[config.mk]
export PLATFORM = sky130hd
export DESIGN_NAME = pipe_flopr
export DESIGN_NICKNAME = d
export VERILOG_FILES = /design/src/rtl/pipe_flopr.sv
export SDC_FILE = /design/constraint.sdc
export NUM_CORES = 1
export LEC_CHECK = 0
export CAP_MARGIN = 20
export CORE_MARGIN = 2
export CORE_UTILIZATION = 43
export CTS_CLUSTER_DIAMETER = 60
export CTS_CLUSTER_SIZE = 25
export DETAILED_ROUTE_END_ITERATION = 8
export GPL_TIMING_DRIVEN = 0
export HOLD_SLACK_MARGIN = 0.02
export PLACE_DENSITY = 0.72
export SETUP_SLACK_MARGIN = 0.2
export SYNTH_ARGS = -nofsm -noshare
export SYNTH_HDL_FRONTEND = slang
export SYNTH_SLANG_ARGS = --single-unit
[constraint.sdc]
create_clock -name clk -period 5.35 [get_ports clk]
set_input_delay 1.3375 -clock clk [delete_from_list [all_inputs] [get_ports clk]]
set_output_delay 1.3375 -clock clk [all_outputs]
set_load 0.02 [all_outputs]
[src/rtl/pipe_flopr.sv]
// Purpose: DEPTH-stage pipeline register carrying an N-bit payload with per-stage valid bits.
// Latency: DEPTH-1 cycles after the accepting edge when the pipe is empty and unstalled (0 for DEPTH=1).
// Backpressure: stall holds the head. Empty stages collapse, and in_ready is combinational from stall.
//
// Ports:
//   clk, reset        rising-edge clock, synchronous active-high reset
//   in_valid, d       upstream offer and its payload
//   in_ready          d is taken on this edge when in_valid is also high
//   stall             downstream does not consume q this cycle
//   flush             discard all contents on this edge (input offered on the same edge is dropped)
//   q, out_valid      head-of-pipe payload and its valid bit
//   occupancy         number of valid stages
module pipe_flopr #(
    parameter int N     = 64,
    parameter int DEPTH = 4
) (
    input  logic                       clk,
    input  logic                       reset,
    input  logic                       in_valid,
    input  logic [N-1:0]               d,
    output logic                       in_ready,
    input  logic                       stall,
    input  logic                       flush,
    output logic [N-1:0]               q,
    output logic                       out_valid,
    output logic [$clog2(DEPTH+1)-1:0] occupancy
);

    localparam int OW = $clog2(DEPTH+1);

    logic [N-1:0]     data [DEPTH];
    logic [DEPTH-1:0] v;
    logic [DEPTH-1:0] adv;   // stage k hands its entry on this edge
    logic [DEPTH-1:0] room;  // stage k can take a new entry this edge

    // Walk from the head back to stage 0. A stage has room if it is empty,
    // or if its own entry is leaving. The running variable carries the room
    // of the stage ahead, so the vectors are never read inside this block.
    always_comb begin
        logic nxt_room;
        adv      = '0;
        room     = '0;
        nxt_room = ~stall;
        for (int k = DEPTH-1; k >= 0; k--) begin
            adv[k]   = v[k] & nxt_room;
            room[k]  = ~v[k] | adv[k];
            nxt_room = room[k];
        end
    end

    assign in_ready  = room[0];
    assign q         = data[DEPTH-1];
    assign out_valid = v[DEPTH-1];

    always_comb begin
        occupancy = '0;
        for (int k = 0; k < DEPTH; k++) begin
            occupancy = occupancy + OW'(v[k]);
        end
    end

    // A stage captures only when the stage behind it advances (or, for stage 0,
    // when an input is accepted). Otherwise it keeps its entry, or goes empty
    // if that entry moved on. Data is left untouched when a stage empties, so
    // q holds its last value while out_valid is low.
    always_ff @(posedge clk) begin
        if (reset || flush) begin
            v <= '0;
            for (int k = 0; k < DEPTH; k++) begin
                data[k] <= '0;
            end
        end else begin
            for (int k = 0; k < DEPTH; k++) begin
                if (k == 0) begin
                    if (in_valid && room[0]) begin
                        v[0]    <= 1'b1;
                        data[0] <= d;
                    end else if (adv[0]) begin
                        v[0] <= 1'b0;
                    end
                end else begin
                    if (adv[k-1]) begin
                        v[k]    <= 1'b1;
                        data[k] <= data[k-1];
                    end else if (adv[k]) begin
                        v[k] <= 1'b0;
                    end
                end
            end
        end
    end

endmodule

* Word level (Yosys, flattened, before mapping) *
Memories as Yosys holds them, arrays and structs flattened.
Cells that the tools add are included.
Widths: inputs -> output; s select.

word-level totals
  register bits after elaboration = 4
  latch bits = 0
  memory bits (writable) = 256
  memory bits (read-only) = 0
  memories kept = 1

memory list
  name  depth  width  rd ports  clocked after memory_dff  write ports  line  source
  data  4      64     4         0                         4            31    logic [N-1:0] data [DEPTH];

operators by class
  add/sub/neg operators = 3
  multiply operators = 0
  divide/modulo/power cells = 0
  magnitude comparators = 0
  equal/unequal tests = 0
  shifts and indexed selects = 0
  multiplexer cells = 26
  bitwise operators = 17
  reduce and logical (&&, ||, !) cells = 6

operator list
  operator           number
  $mux 64            4
  $mux 1             22
  $or 1x1->1         8
  $reduce_bool 2->1  4
  $not 1->1          5
  $and 1x1->1        4
  $add 2x1->3        1
  $add 3x1->3        1
  $add 1x1->2        1
  $logic_and 1x1->1  1
  $logic_or 1x1->1   1

* Logic depth before layout (Yosys ltp) *
Gate-level depths: netlist (run 1).

  word-level depth = 14
  depth in mapped cells = 6
  mapped depth without buffers = 5

* Least setup slack after synthesis (run 1) *
OpenSTA, ideal clock, no wires.

  path kind = input to register
  start point = input stall
  end point = memory data[1][36] (netlist: data[0][100]), enable pin
  arrival = 4804 ps
  data required time = 4856 ps
  slack = 53 ps
  stages = 5
  path buffers = 3
  cells stage by stage = and4_1 > clkbuf_1 > buf_6 > buf_4 > o21ai_1

RTL lines
  what             line  source
  start, declared  22    input logic stall,
  end, declared    31

* Worst setup path in the final report (run 1) *
  start point = input stall
  end point = output in_ready

on the way
  longest elaborated chain between the ends = 9

RTL lines
  what           line  source
  $not 1->1      43    nxt_room = ~stall;
  $and 1x1->1    45    adv[k] = v[k] & nxt_room;
  $or 1x1->1     46    room[k] = ~v[k] | adv[k];
  $and 1x1->1    45
  $or 1x1->1     46
  $and 1x1->1    45
  $or 1x1->1     46
  $and 1x1->1    45
  $or 1x1->1     46
  end, declared  21    output logic in_ready,

No other way between the ends.

==> summary.md, run 1 <==
| Metric | Value |
|---|---|
| Chip width | `169 um` |
| Syn Nets | `948` |
| Critical Path Sink | `in_ready` |
| Post-synth cell types | `29` |
| Count of final setup violators | `0` |
| PwrDens | `276 nW/um^2` |
| First-pass GRT wire length | `34100 um` |
| CTS tree | `yes` |
| Clk pin slew, worst setup/hold paths | `0.09 ns` |
| Layout Nets | `1105` |
| Flop-to-flop setup slack | `roughly 2.8 ns` |
| Core ar. | `26800 um^2` |
| Final Wtd Congestion | `0.811` |
| Most frequent cells in the layout | `256 x edfxtp_1, 136 x clkdlybuf4s50_1, 129 x nand2_1` |
| Overall power | `3.88 mW` |
| Total gr overflow | `0` |
| I/O Pins | `138` |
| Leakage Power | `slightly below 5 nW` |
| Area share of the largest cell type after synthesis | `between 60% and 70%` |
| CTS root buf | `clkbuf_16` |
| Routed length per placed instance | `15.5 um` |
| Total vias in the final route | `6613` |
| Critical Path Start Type | `input port` |
| R2r endpoint | `data[0][104]$_SDFFCE_PN0P_` |
| Final Cycle Share | `90.1%` |
| Maxcap violations | `0` |
| Gates resized, CTS repair | `0` |
| Synthesized flop and latch total | `260` |
| DRT Wirelength | `21500 um` |
| Commonest non-fill, non-tap cell in the layout | `edfxtp_1` |
| Worst-Margin Slew | `around 0.94 ns` |
| Post-CTS Setup Inserts | `0` |
| Placement Rows | `60` |
| Post-Synthesis Cell Area | `11700 um^2` |
| Worst skew pair latency | `0.48 ns` |
| Fmax | `0.207 GHz` |
| Top_reg_cell synth | `edfxtp_1` |
| Syn Area/Cell | `13.3 um^2` |
| R2R depth | `6` |
| Clock tree buffer depth | `3` |
| H-tree Lvls | `1` |
| CP Data Arrival Time | `3.49 ns` |
| Die area | `about 29000 um^2` |
| Fin cells | `1383` |
| Die Ht | `around 170 um` |
| Remaining antenna violation count | `0` |
| IO Port Bufs | `roughly 140` |
| Area leader, netlist | `edfxtp_1` |
| Hold_ws | `0.565 ns` |
| Max Transition Viols Final | `0` |
| RSZ-0062 raised after global routing | `false` |
| Sink Count | `260` |
| Synth area leaders | `edfxtp_1 66%, nor3b_2 6.2%, nor3_1 5.5%` |
| Worst min-delay path class | `flop to flop` |
| Initial antenna violation count | `2` |
| Gr usage total | `15.2%` |
| Via count of the first global-routing pass | `between 6000 and 7000` |
| Crit path required time | `4.01 ns` |
| Ys Warns | `0` |
| Final design utilization | `52.5%` |
| Remaining DRCs | `0` |
| Setup crit end kind | `output pin` |
| EDFF count, synth | `256` |
| Worst R2R Start | `v[1]$_SDFFE_PP0P_` |
| Ratio of cells with drive above 1 in the final layout | `between 20% and 30%` |
| Rel. slew slack | `36.8%` |
| Sequential element share of the synthesized area | `between 60% and 70%` |
| FILL cells | `2194` |
| Status | `complete, no violations` |
| Cell Count Post-Placement | `1357` |
| Layout area overhead | `20.4%` |
| Post-CTS Hold Buffers | `0` |
| Vias/cell | `between 4 and 5` |
| Ys async rst share | `0%` |
| Initial Util | `between 40% and 50%` |
| Kind of critical path | `input port to output pin` |
| Clock Skews | `around 0.012 ns` |
| Crit path launch | `stall` |
| Largest net degree at the start of global routing | `65` |
| Final hold violation count | `0` |
| Tmin final | `4.82 ns` |
| CP Max Fanout | `10` |
| TritonRoute pass-1 iters | `4` |
| Cells after Synth | `about 880` |
| Total CTS buffers | `15` |
| Number of DRC markers in iteration 0 | `484` |
| Final HPWL DP | `15700 um` |
| Worst vdd ir | `0.150 mV` |
| Setup TNS | `0 ns` |
==> critical path: stages <==
cell and delay, ns:
clkdlybuf4s50_1 0.55, and4_1 0.26, clkbuf_1 0.22, buf_6 0.20, buf_4 0.23, nand2_1 0.12
clkdlybuf4s50_1 0.56
==> flip-flops by register name (all words and copies together) (netlist names) <==
| signal | cells |
|---|---|
| v | 4 |
| data | 256 |
==> cells in the mapped netlist (2+ instances only) <==
library cell / count
buf_6: 8
buf_1: 5
edfxtp_1: 256
nor3b_1: 6
o21ai_1: 2
nand2_1: 130
inv_1: 67
nor3b_2: 58
inv_2: 2
nor2_1: 2
a21oi_1: 2
buf_2: 35
a211oi_2: 44
a211oi_1: 20
clkbuf_1: 21
ha_1: 2
buf_4: 74
dfxtp_1: 4
nor3_1: 128
==> how the worst min path moves through the flow <==
stage                                    startpoint                    endpoint  slack [ns]  cells past startpoint
after global routing      data[0][38]$_SDFFCE_PN0P_  data[0][102]$_SDFFCE_PN0P_        0.60                      1
after global placement    data[0][53]$_SDFFCE_PN0P_  data[0][117]$_SDFFCE_PN0P_        0.55                      1
after floorplan                   v[2]$_SDFFE_PP0P_           v[3]$_SDFFE_PP0P_        0.50                      2
after detailed placement  data[0][21]$_SDFFCE_PN0P_   data[0][85]$_SDFFCE_PN0P_        0.55                      1
after CTS                 data[0][35]$_SDFFCE_PN0P_   data[0][99]$_SDFFCE_PN0P_        0.57                      1
final                     data[0][16]$_SDFFCE_PN0P_   data[0][80]$_SDFFCE_PN0P_        0.57                      1
==> per-stage QoR <==
stage,setup WS [ns],cell area [um^2]
final,0.527,14100
after global routing,0.460,14100
after CTS,0.533,14100
after detailed placement,0.547,13600
after global placement,0.0840,13500
after floorplan,1.29,11700
==> power by group <==
| part | internal [mW] | switching (mW) |
|---|---|---|
| Combinational | 0.150 | 0.163 |
| Sequential | 2.33 | 0.0266 |
| Clock | 0.584 | 0.627 |
| Total | 3.07 | 0.816 |
==> area by class of cell <==
cell class                      count  area (um^2)  share of cell area, %
Antenna cell                        1         2.50                 0.0178
Buffer                            143          918                   6.53
Clock buffer                       19          390                   2.77
Clock inverter                      6         75.1                  0.534
Inverter                           69          259                   1.84
Multi-Input combinational cell    404         2780                   19.7
Sequential cell                   260         7770                   55.2
Tap cell                          341          427                   3.03
Timing Repair Buffer              140         1460                   10.4
==> metal layers <==
layer | GRT usage, % | up-vias | wire [um]
li1 | - | 3359 | -
met1 | 20.5 | 3054 | 9510
met2 | 25.0 | 164 | 10000
met3 | 3.02 | 32 | 1340
met4 | 4.42 | 4 | 545
met5 | 0 | - | 30
==> kinds of logic after synthesis <==
kind of cell / synth area share, %
fa+ha+maj: 0.385
buf+inv: 10.1
flops: 66.5
simple gates: 16.6
compound gates: 6.47
Power figures use the tool's default switching activity.
==> run 2, diff against run 1 <==
Settings changed: CORE_MARGIN 2 to 5.
==> run 2 against run 1 <==
- worst hold slack better by 0.0041 ns
- non-clock buffer count up 1
- sequential share of layout area down 0.088 points
- clock skew up 0.013 ns
- sequential power about the same
- critical endpoint unchanged
- sequential cell count unchanged
- via count up 0.45%
- die area up 7.2%
- register-to-register slack better by 0.39 ns
==> summary.md, run 2 (synthesis gave the netlist of run 1 again) <==
| Metric | Value |
|---|---|
| Worst skew pair latency | `0.50 ns (was 0.48 ns)` |
| Top Registers | `data (256), v (4) (unchanged)` |
| Ratio of cells with drive above 1 in the final layout | `24.2% (was 24.1%)` |
| Placement Rows | `60 (unchanged)` |
| Count of final setup violators | `0 (unchanged)` |
| Cell Count Post-Placement | `1358 (was 1357)` |
| Rel. slew slack | `45.1% (was 36.8%)` |
| RSZ-0062 raised after global routing | `false (unchanged)` |
| Clk pin slew, worst setup/hold paths | `0.08 ns (was 0.09 ns)` |
| R2r endpoint | `data[0][20]$_SDFFCE_PN0P_ (was data[0][104]$_SDFFCE_PN0P_)` |
| Core ar. | `26900 um^2 (was 26800 um^2)` |
| IO Port Bufs | `136 (unchanged)` |
| CP Max Fanout | `10 (unchanged)` |
| Gates resized, CTS repair | `0 (unchanged)` |
| Layout Nets | `1106 (was 1105)` |
| Largest reg by FF count | `data (unchanged)` |
| Hold Crit Start | `data[0][44]$_SDFFCE_PN0P_ (was data[0][16]$_SDFFCE_PN0P_)` |
| H-tree Lvls | `1 (unchanged)` |
| Total gr overflow | `0 (unchanged)` |
| Fin cells | `1383 (unchanged)` |
| Sink Count | `260 (unchanged)` |
| Status | `complete, no violations (unchanged)` |
| Worst min-delay path class | `flop to flop (unchanged)` |
| Leakage Power | `4.90 nW (was 4.88 nW)` |
| Tmin final | `4.80 ns (was 4.82 ns)` |
| Largest net degree at the start of global routing | `65 (unchanged)` |
| Number of DRC markers in iteration 0 | `469 (was 484)` |
| Final HPWL DP | `16100 um (was 15700 um)` |
| Most frequent cells in the layout | `256 x edfxtp_1, 136 x clkdlybuf4s50_1, 129 x nand2_1 (unchanged)` |
| Post-CTS Hold Buffers | `0 (unchanged)` |
| Setup crit end kind | `output pin (unchanged)` |
| Worst-Margin Slew | `0.821 ns (was 0.944 ns)` |
| CP Data Arrival Time | `3.46 ns (was 3.49 ns)` |
| Remaining antenna violation count | `0 (unchanged)` |
| Final Cycle Share | `89.7% (was 90.1%)` |
| PwrDens | `276 nW/um^2 (about the same)` |
| Clock tree buffer depth | `3 (unchanged)` |
| Kind of critical path | `input port to output pin (unchanged)` |
| CTS root buf | `clkbuf_16 (unchanged)` |
| R2R depth | `4 (was 6)` |
| Post-CTS Setup Inserts | `0 (unchanged)` |
| Hold path endpoint | `data[0][108]$_SDFFCE_PN0P_ (was data[0][80]$_SDFFCE_PN0P_)` |
| Commonest non-fill, non-tap cell in the layout | `edfxtp_1 (unchanged)` |
| Max reg flops | `256 (unchanged)` |
| Gr usage total | `14.1% (was 15.2%)` |
| Crit path required time | `4.01 ns (about the same)` |
| Fmax | `0.208 GHz (was 0.207 GHz)` |
| WHS Path Cells | `1 (unchanged)` |
| Final Wtd Congestion | `0.792 (was 0.811)` |
| Total CTS buffers | `15 (unchanged)` |
| Initial Util | `43.5% (was 43.6%)` |
| Maxcap violations | `0 (unchanged)` |
| Die area | `30600 um^2 (was 28500 um^2)` |
| I/O Pins | `138 (unchanged)` |
| Die Ht | `175 um (was 169 um)` |
| Remaining DRCs | `0 (unchanged)` |
| TritonRoute pass-1 iters | `5 (was 4)` |
| Total vias in the final route | `6643 (was 6613)` |
| Routed length per placed instance | `15.5 um (about the same)` |
| Critical Path Start Type | `input port (unchanged)` |
| First-pass GRT wire length | `35100 um (was 34100 um)` |
| CTS tree | `yes (unchanged)` |
| Worst R2R Start | `v[1]$_SDFFE_PP0P_ (unchanged)` |
| Via count of the first global-routing pass | `6635 (was 6422)` |
| Final hold violation count | `0 (unchanged)` |
| Clock Skews | `0.0249 ns (was 0.0115 ns)` |
| Max Transition Viols Final | `0 (unchanged)` |
| Chip width | `175 um (was 169 um)` |
| Worst vdd ir | `0.157 mV (was 0.150 mV)` |
| Flop-to-flop setup slack | `3.18 ns (was 2.79 ns)` |
| Initial antenna violation count | `3 (was 2)` |
| Overall power | `3.89 mW (was 3.88 mW)` |
| Vias/cell | `4.80 (was 4.78)` |
| DRT Wirelength | `21400 um (was 21500 um)` |
| Setup TNS | `0 ns (unchanged)` |
| Layout area overhead | `20.6% (was 20.4%)` |
==> run 2: cell types whose count changed in the layout (fill, tap and decap cells not counted) <==
cell / delta
buf_12: +1
clkbuf_1: -2
clkinv_8: +1
inv_6: +1
clkinvlp_4: -1
clkinv_1: +1
inv_8: -1
==> run 2: cell type report <==
cell class                      instances  area [um^2]
Timing Repair Buffer                  141         1480
Fill cell                            2235        12800
Buffer                                143          918
Clock inverter                          7         85.1
Tap cell                              341          427
Antenna cell                            1         2.50
Inverter                               69          259
Clock buffer                           17          383
Sequential cell                       260         7770
Multi-Input combinational cell        404         2780
==> run 2: worst max path at each step <==
| stage | from | end | slack [ns] |
|---|---|---|---|
| 2_1_floorplan | stall | data[0][100]$_SDFFCE_PN0P_ | 1.29 |
| 3_3_place_gp | stall | data[0][111]$_SDFFCE_PN0P_ | 0.02 |
| 3_5_place_dp | stall | in_ready | 0.55 |
| 4_1_cts | stall | in_ready | 0.54 |
| 5_1_grt | stall | in_ready | 0.41 |
| 6_report | stall | in_ready | 0.55 |
==> run 2: layer usage <==
| layer | wire (um) | global-route usage (%) |
|---|---|---|
| met1 | 9420 | 19.4 |
| met4 | 473 | 4.03 |
| met3 | 1450 | 2.86 |
| met2 | 10000 | 23.0 |
| met5 | 28 | 0 |
==> run 2: metrics by stage <==
stage	area [um^2]	setup slack [ns]	util (%)	hold slack (ns)
6_report	14100	0.553	52.4	0.569
4_1_cts	14100	0.536	52.4	0.575
3_3_place_gp	13500	0.0225	50.2	0.545
2_1_floorplan	11700	1.29	-	0.503
3_5_place_dp	13600	0.555	50.7	0.546
5_1_grt	14100	0.414	52.4	0.597
==> run 2: worst max-delay path: stages <==
cell and delay, ns:
clkdlybuf4s50_1 0.57, and4_1 0.27, clkbuf_1 0.20, buf_6 0.18
buf_4 0.22, nand2_1 0.11, clkdlybuf4s50_1 0.56
==> run 2: where the power goes <==
group / internal, mW / switching (mW) / leakage, nW
clock network: 0.582 / 0.631 / 0.228
registers: 2.33 / 0.0292 / 2.90
logic: 0.151 / 0.162 / 1.77
total: 3.07 / 0.822 / 4.90
